--- config.mk ---
export PLATFORM = sky130hd
export DESIGN_NAME = stopwatch_uart_reporter
export DESIGN_NICKNAME = d
export VERILOG_FILES = /design/src/rtl/stopwatch_pkg.sv /design/src/rtl/bcd2ascii.sv /design/src/rtl/stopwatch_uart_reporter.sv
export SDC_FILE = /design/constraint.sdc
export NUM_CORES = 1
export LEC_CHECK = 0
export CAP_MARGIN = 30
export CELL_PAD_IN_SITES_DETAIL_PLACEMENT = 1
export CELL_PAD_IN_SITES_GLOBAL_PLACEMENT = 1
export CORE_UTILIZATION = 33
export DETAILED_ROUTE_END_ITERATION = 12
export GPL_ROUTABILITY_DRIVEN = 0
export PLACE_DENSITY = 0.79
export SYNTH_ARGS = -nofsm -noshare
export SYNTH_HDL_FRONTEND = slang
export SYNTH_SLANG_ARGS = --single-unit
--- constraint.sdc ---
create_clock -name clk -period 13.2 [get_ports clk]
set_clock_uncertainty 0.2 [all_clocks]
set_input_delay 1.32 -clock clk [delete_from_list [all_inputs] [get_ports clk]]
set_output_delay 1.32 -clock clk [all_outputs]
set_load 0.005 [all_outputs]
--- src/rtl/stopwatch_pkg.sv ---
// Shared stopwatch definitions: reporter FSM states, ASCII line constants and
// the command codes decoded by stopwatch_cu.
package stopwatch_pkg;

  typedef enum logic [2:0] {
    IDLE,
    LOAD,
    SEND,
    WAIT,
    NEXT
  } state_t;

  localparam int MSG_LEN = 15;

  localparam logic [7:0] CH_R     = 8'h52;
  localparam logic [7:0] CH_S     = 8'h53;
  localparam logic [7:0] CH_C     = 8'h43;
  localparam logic [7:0] CH_T     = 8'h54;
  localparam logic [7:0] CH_COLON = 8'h3A;
  localparam logic [7:0] CH_DOT   = 8'h2E;
  localparam logic [7:0] CH_SPACE = 8'h20;
  localparam logic [7:0] CH_CR    = 8'h0D;
  localparam logic [7:0] CH_LF    = 8'h0A;
  localparam logic [7:0] CH_ZERO  = 8'h30;

  // PC command bytes understood by stopwatch_cu
  localparam logic [7:0] CMD_RUN  = 8'h52;
  localparam logic [7:0] CMD_LAP  = 8'h4C;

endpackage

--- src/rtl/bcd2ascii.sv ---
// Converts a 0..127 value into two ASCII decimal digits, saturating at 99.
module bcd2ascii
  import stopwatch_pkg::*;
(
  input  logic [6:0] value,
  output logic [7:0] tens,
  output logic [7:0] units
);

  logic [6:0] clamped;
  logic [6:0] tens_val;
  logic [6:0] units_val;

  always_comb begin
    clamped   = (value > 7'd99) ? 7'd99 : value;
    tens_val  = clamped / 7'd10;
    units_val = clamped % 7'd10;
    tens      = CH_ZERO + {1'b0, tens_val};
    units     = CH_ZERO + {1'b0, units_val};
  end

endmodule

--- src/rtl/stopwatch_uart_reporter.sv ---
// Streams "<S> HH:MM:SS.CC\r\n" to uart_tx on run/stop edges, clear pulses and
// query bytes; the time is snapshotted once per line so bytes never tear.
module stopwatch_uart_reporter
  import stopwatch_pkg::*;
#(
  parameter logic [7:0] QUERY_CHAR = CH_T,
  parameter int         HOUR_W     = 5
) (
  input  logic              clk,
  input  logic              rst,
  input  logic              run_stop,
  input  logic              clear,
  input  logic              rx_done,
  input  logic [7:0]        pc_data,
  input  logic [HOUR_W-1:0] hour,
  input  logic [5:0]        min,
  input  logic [5:0]        sec,
  input  logic [6:0]        msec,
  input  logic              tx_done,
  output logic              tx_start,
  output logic [7:0]        tx_data,
  output logic              busy
);

  state_t     state_reg, state_next;
  logic       run_prev_reg;
  logic       pending_reg, pending_next;
  logic       clr_flag_reg, clr_flag_next;
  logic [3:0] idx_reg, idx_next;
  logic [7:0] status_reg;
  logic       load_en;
  logic       trigger;
  logic [7:0] byte_sel;

  logic [6:0] field_in [4];
  logic [7:0] tens_w   [4];
  logic [7:0] units_w  [4];

  assign trigger = (run_stop ^ run_prev_reg) | clear |
                   (rx_done & (pc_data == QUERY_CHAR));

  assign field_in[0] = 7'(hour);
  assign field_in[1] = {1'b0, min};
  assign field_in[2] = {1'b0, sec};
  assign field_in[3] = msec;

  // One frozen field plus its digit converter per time field
  genvar gi;
  generate
    for (gi = 0; gi < 4; gi++) begin : g_field
      logic [6:0] snap_reg;

      always_ff @(posedge clk or posedge rst) begin
        if (rst)          snap_reg <= '0;
        else if (load_en) snap_reg <= field_in[gi];
      end

      bcd2ascii u_bcd (
        .value (snap_reg),
        .tens  (tens_w[gi]),
        .units (units_w[gi])
      );
    end
  endgenerate

  always_ff @(posedge clk or posedge rst) begin
    if (rst) begin
      state_reg    <= IDLE;
      run_prev_reg <= 1'b0;
      pending_reg  <= 1'b0;
      clr_flag_reg <= 1'b0;
      idx_reg      <= '0;
      status_reg   <= '0;
    end else begin
      state_reg    <= state_next;
      run_prev_reg <= run_stop;
      pending_reg  <= pending_next;
      clr_flag_reg <= clr_flag_next;
      idx_reg      <= idx_next;
      if (load_en)
        status_reg <= clr_flag_reg ? CH_C : (run_stop ? CH_R : CH_S);
    end
  end

  // A trigger in the cycle it is seen already moves IDLE to LOAD, giving the
  // two-cycle trigger-to-tx_start latency.
  always_comb begin
    state_next    = state_reg;
    idx_next      = idx_reg;
    pending_next  = pending_reg | trigger;
    clr_flag_next = clr_flag_reg | clear;
    load_en       = 1'b0;
    tx_start      = 1'b0;
    busy          = (state_reg != IDLE);
    case (state_reg)
      IDLE: if (pending_reg | trigger) state_next = LOAD;
      LOAD: begin
        load_en       = 1'b1;
        pending_next  = trigger;
        clr_flag_next = clear;
        idx_next      = '0;
        state_next    = SEND;
      end
      SEND: begin
        tx_start   = 1'b1;
        state_next = WAIT;
      end
      WAIT: if (tx_done) state_next = NEXT;
      NEXT: begin
        if (idx_reg == 4'(MSG_LEN - 1)) begin
          state_next = pending_reg ? LOAD : IDLE;
        end else begin
          idx_next   = idx_reg + 4'd1;
          state_next = SEND;
        end
      end
      default: state_next = IDLE;
    endcase
  end

  always_comb begin
    byte_sel = 8'h00;
    case (idx_reg)
      4'd0:    byte_sel = status_reg;
      4'd1:    byte_sel = CH_SPACE;
      4'd2:    byte_sel = tens_w[0];
      4'd3:    byte_sel = units_w[0];
      4'd4:    byte_sel = CH_COLON;
      4'd5:    byte_sel = tens_w[1];
      4'd6:    byte_sel = units_w[1];
      4'd7:    byte_sel = CH_COLON;
      4'd8:    byte_sel = tens_w[2];
      4'd9:    byte_sel = units_w[2];
      4'd10:   byte_sel = CH_DOT;
      4'd11:   byte_sel = tens_w[3];
      4'd12:   byte_sel = units_w[3];
      4'd13:   byte_sel = CH_CR;
      4'd14:   byte_sel = CH_LF;
      default: byte_sel = 8'h00;
    endcase
  end

  // tx_data is only meaningful once the snapshot and index are settled
  assign tx_data = ((state_reg == SEND) || (state_reg == WAIT) || (state_reg == NEXT))
                   ? byte_sel : 8'h00;

endmodule
==> impl_metrics.tcl <==
set metrics [dict create \
    cts_tree "yes" \
    final-setup-viol-count 0 \
    firstDrtPassIters 5 \
    min_from "status_reg[1]$_DFFE_PP0P_" \
    p_comb_frac 0.683 \
    syn_area_sq_mm 0.00375 \
    synthTopCellsByCount "92 x nand2_1, 47 x nor2_1, 40 x a21oi_1, 40 x o21ai_0, 37 x dfrtp_1" \
    drv_slew 0 \
    fmax_ghz 0.116 \
    nets 597 \
    place_ws_ns 4.96 \
    drive_above_1_share 0.0514 \
    synth_async_sr_flop_share 1.00 \
    die_h_um 109 \
    grt_pass1_wl_um 19400 \
    initial_utilization 0.343 \
    period_needed_ns 8.61 \
    largest_reg_flops 24 \
    cp.arrival_ns 7.09 \
    drc 0 \
    internal_power_w 0.000629 \
    status "finished, final reports clean" \
    pwr-share-seq 0.209 \
    synth_top_area_share 0.247 \
    synth_seq_cells 37 \
    p_per_area_mw_per_mm2 294 \
    fp.coreArea_sq_mm 0.0109 \
    synth_nets 580 \
    postCtsSetupBuffers 0 \
    period_share 0.652 \
    max-cap-violations 0 \
    synth_enable_flop_cells 0 \
    grt_overflow 0 \
    cts_sinks 37 \
    clockBufferDepth 2 \
    wl_um 11100 \
    grt_max_degree 38 \
    drt-initial-drc-count 206 \
    end_kind "primary output" \
    clkPwrFrac 0.109 \
    power_leakage_nw 1.77 \
    grt_pass1_vias 4018 \
    worst_pin_slew_ns 0.726 \
    cp.required_ns 11.68 \
    num_vias 3934 \
    syn_avg_cell_area_sq_um 7.11 \
    root_buffer "clkbuf_16" \
    cts_hold_buffers 0 \
    synth_area_leaders "dfrtp_1 25%, nand2_1 9.2%, a21oi_1 5.3%" \
    clock_latency_ns 0.28 \
    critPathMaxFanout 20 \
    synth_area_leader_cell "dfrtp_1" \
    relSlewSlack 0.516 \
    synth_most_common_cell "nand2_1" \
    diodes 0 \
    synthCells 527 \
    hold_path.class "reg -> reg" \
    dieArea_sq_mm 0.0118 \
    fin_tns_setup_ns 0 \
    synth_cell_type_count 74 \
    switchingPower_w 0.000672 \
    yosysWarnings 0 \
    rsz0062_at_grt "no" \
    numCtsBuffers 5 \
    switching_share 0.517 \
    ios 48 \
    synth_flop_cell "dfrtp_1" \
    via_per_inst 5.74 \
    portBuffers 47 \
    fp.dieW_um 109 \
    crit_path_start_kind "flop" \
    post-dp-hpwl_um 8290 \
    rows 38 \
    fin_total_pwr_w 0.00130 \
    cts_max_level 2 \
    r2r_start "idx_reg[0]$_DFFE_PP0P_" \
    syn2layout_area_growth_pct 18.3 \
    antenna_found_initial 0 \
    finalHoldViolations 0 \
    grt_usage 0.205 \
    critPathKind "reg -> out" \
    final_antenna_net_count 0 \
    post_cts_resized 0 \
    ys_seq_area_frac 0.247 \
    fin_ws_ns 4.59 \
    clk_pin_slew_ns 0.06 \
    irDropWorstVdd_mv 0.0924 \
    worstSetupStartpoint "g_field[3].snap_reg[6]$_DFFE_PP0P_" \
    routedWlPerCell_um 16.3 \
]
-- critical path, stage by stage (launching register included) --
cell and delay (ns):
dfrtp_1 0.67, nand2_1 0.19, and2_1 0.21, ha_1 0.29
and4b_1 0.24, nor3_1 0.33, inv_1 0.15, ha_1 0.31
nor2_1 0.16, o21ai_0 0.11, o31ai_1 0.38, a31oi_2 0.17
o21ai_1 0.24, nor2b_1 0.24, xnor2_1 0.21, ha_1 0.28
inv_1 0.10, nor3_1 0.16, a31oi_1 0.15, a21o_1 0.23
o32ai_1 0.51, o2bb2ai_1 0.17, a221oi_2 0.44, a211oi_1 0.15
a211oi_2 0.21, clkdlybuf4s50_1 0.52
-- metrics by stage --
stage          hold slack (ns)  instance area [sq um]  instances   util
3_5_place_dp             0.269                   4260        677  0.389
2_1_floorplan            0.243                   3750        527      -
5_1_grt                  0.323                   4430        685  0.405
3_3_place_gp             0.268                   4260        677  0.389
6_report                 0.292                   4430        685  0.405
4_1_cts                  0.283                   4430        685  0.405
-- kinds of logic after synthesis --
kind of cell / synth area share
flip-flops: 0.247
AND/OR/NAND/NOR: 0.293
multiplexers: 0.0254
adder cells (fa/ha/maj): 0.0501
buffers and inverters: 0.0665
XOR/XNOR: 0.0327
AO/OA/AOI/OAI: 0.285
-- power by group through the flow --
stage	logic, W	registers [W]	clock network, W
2_1_floorplan	0.000735	0.000193	0
3_3_place_gp	0.000842	0.000267	0
3_5_place_dp	0.000882	0.000272	0
4_1_cts	0.000888	0.000270	0.000144
5_1_grt	0.000997	0.000286	0.000149
6_report	0.000888	0.000271	0.000141
-- worst paths after layout --
kind                                                 endpoint  slack, ns  cells after the start
setup / recovery                                   tx_data[6]       4.59                     25
hold / removal                      status_reg[1]$_DFFE_PP0P_       0.29                      1
setup reg to reg                       idx_reg[3]$_DFFE_PP0P_      11.09                      8
hold reg to reg                     status_reg[1]$_DFFE_PP0P_       0.29                      1
max in group asynchronous  g_field[0].snap_reg[1]$_DFFE_PP0P_      11.18                      3
min in group asynchronous              run_prev_reg$_DFF_PP0_       1.27                      3
-- layer usage --
metal  wire (um)  vias up  part of all wire  global-route usage
li1            -     1910                 -                   -
met1        5150     1910              0.46               0.268
met2        5260       90              0.47               0.344
met3         363       24             0.033              0.0253
met4         369        0             0.033              0.0820
met5           0        -                 0                   0
-- cell type report --
class                      count  area (sq um)
fill                        1375          6500
multi-input combinational    426          2580
sequential                    37           926
timing repair buffer          49           485
tap                          140           175
clock buffer                   6           139
inverter                      25          93.8
clock inverter                 2          37.5
-- cell usage in the layout (no fill, tap or decap), types with 3 or more instances in the layout --
cell,count
nand2_1,92
nor2_1,47
clkdlybuf4s50_1,47
o21ai_0,40
a21oi_1,40
dfrtp_1,37
inv_1,24
ha_1,15
nor3_1,13
nor2b_1,13
nand2b_1,13
nand3_1,12
xnor2_1,11
a31oi_1,9
and3_1,8
o22ai_1,8
o31ai_1,5
a22o_1,5
mux2i_1,5
clkbuf_16,5
o211ai_1,4
and2_1,4
a21o_1,4
o32ai_1,4
mux2_2,4
nand4_1,3
xor2_1,3
o311a_1,3
nand3b_1,3
a22oi_1,3
o21a_1,3
a211oi_1,3
No activity file was read; power rests on OpenSTA's default activity.
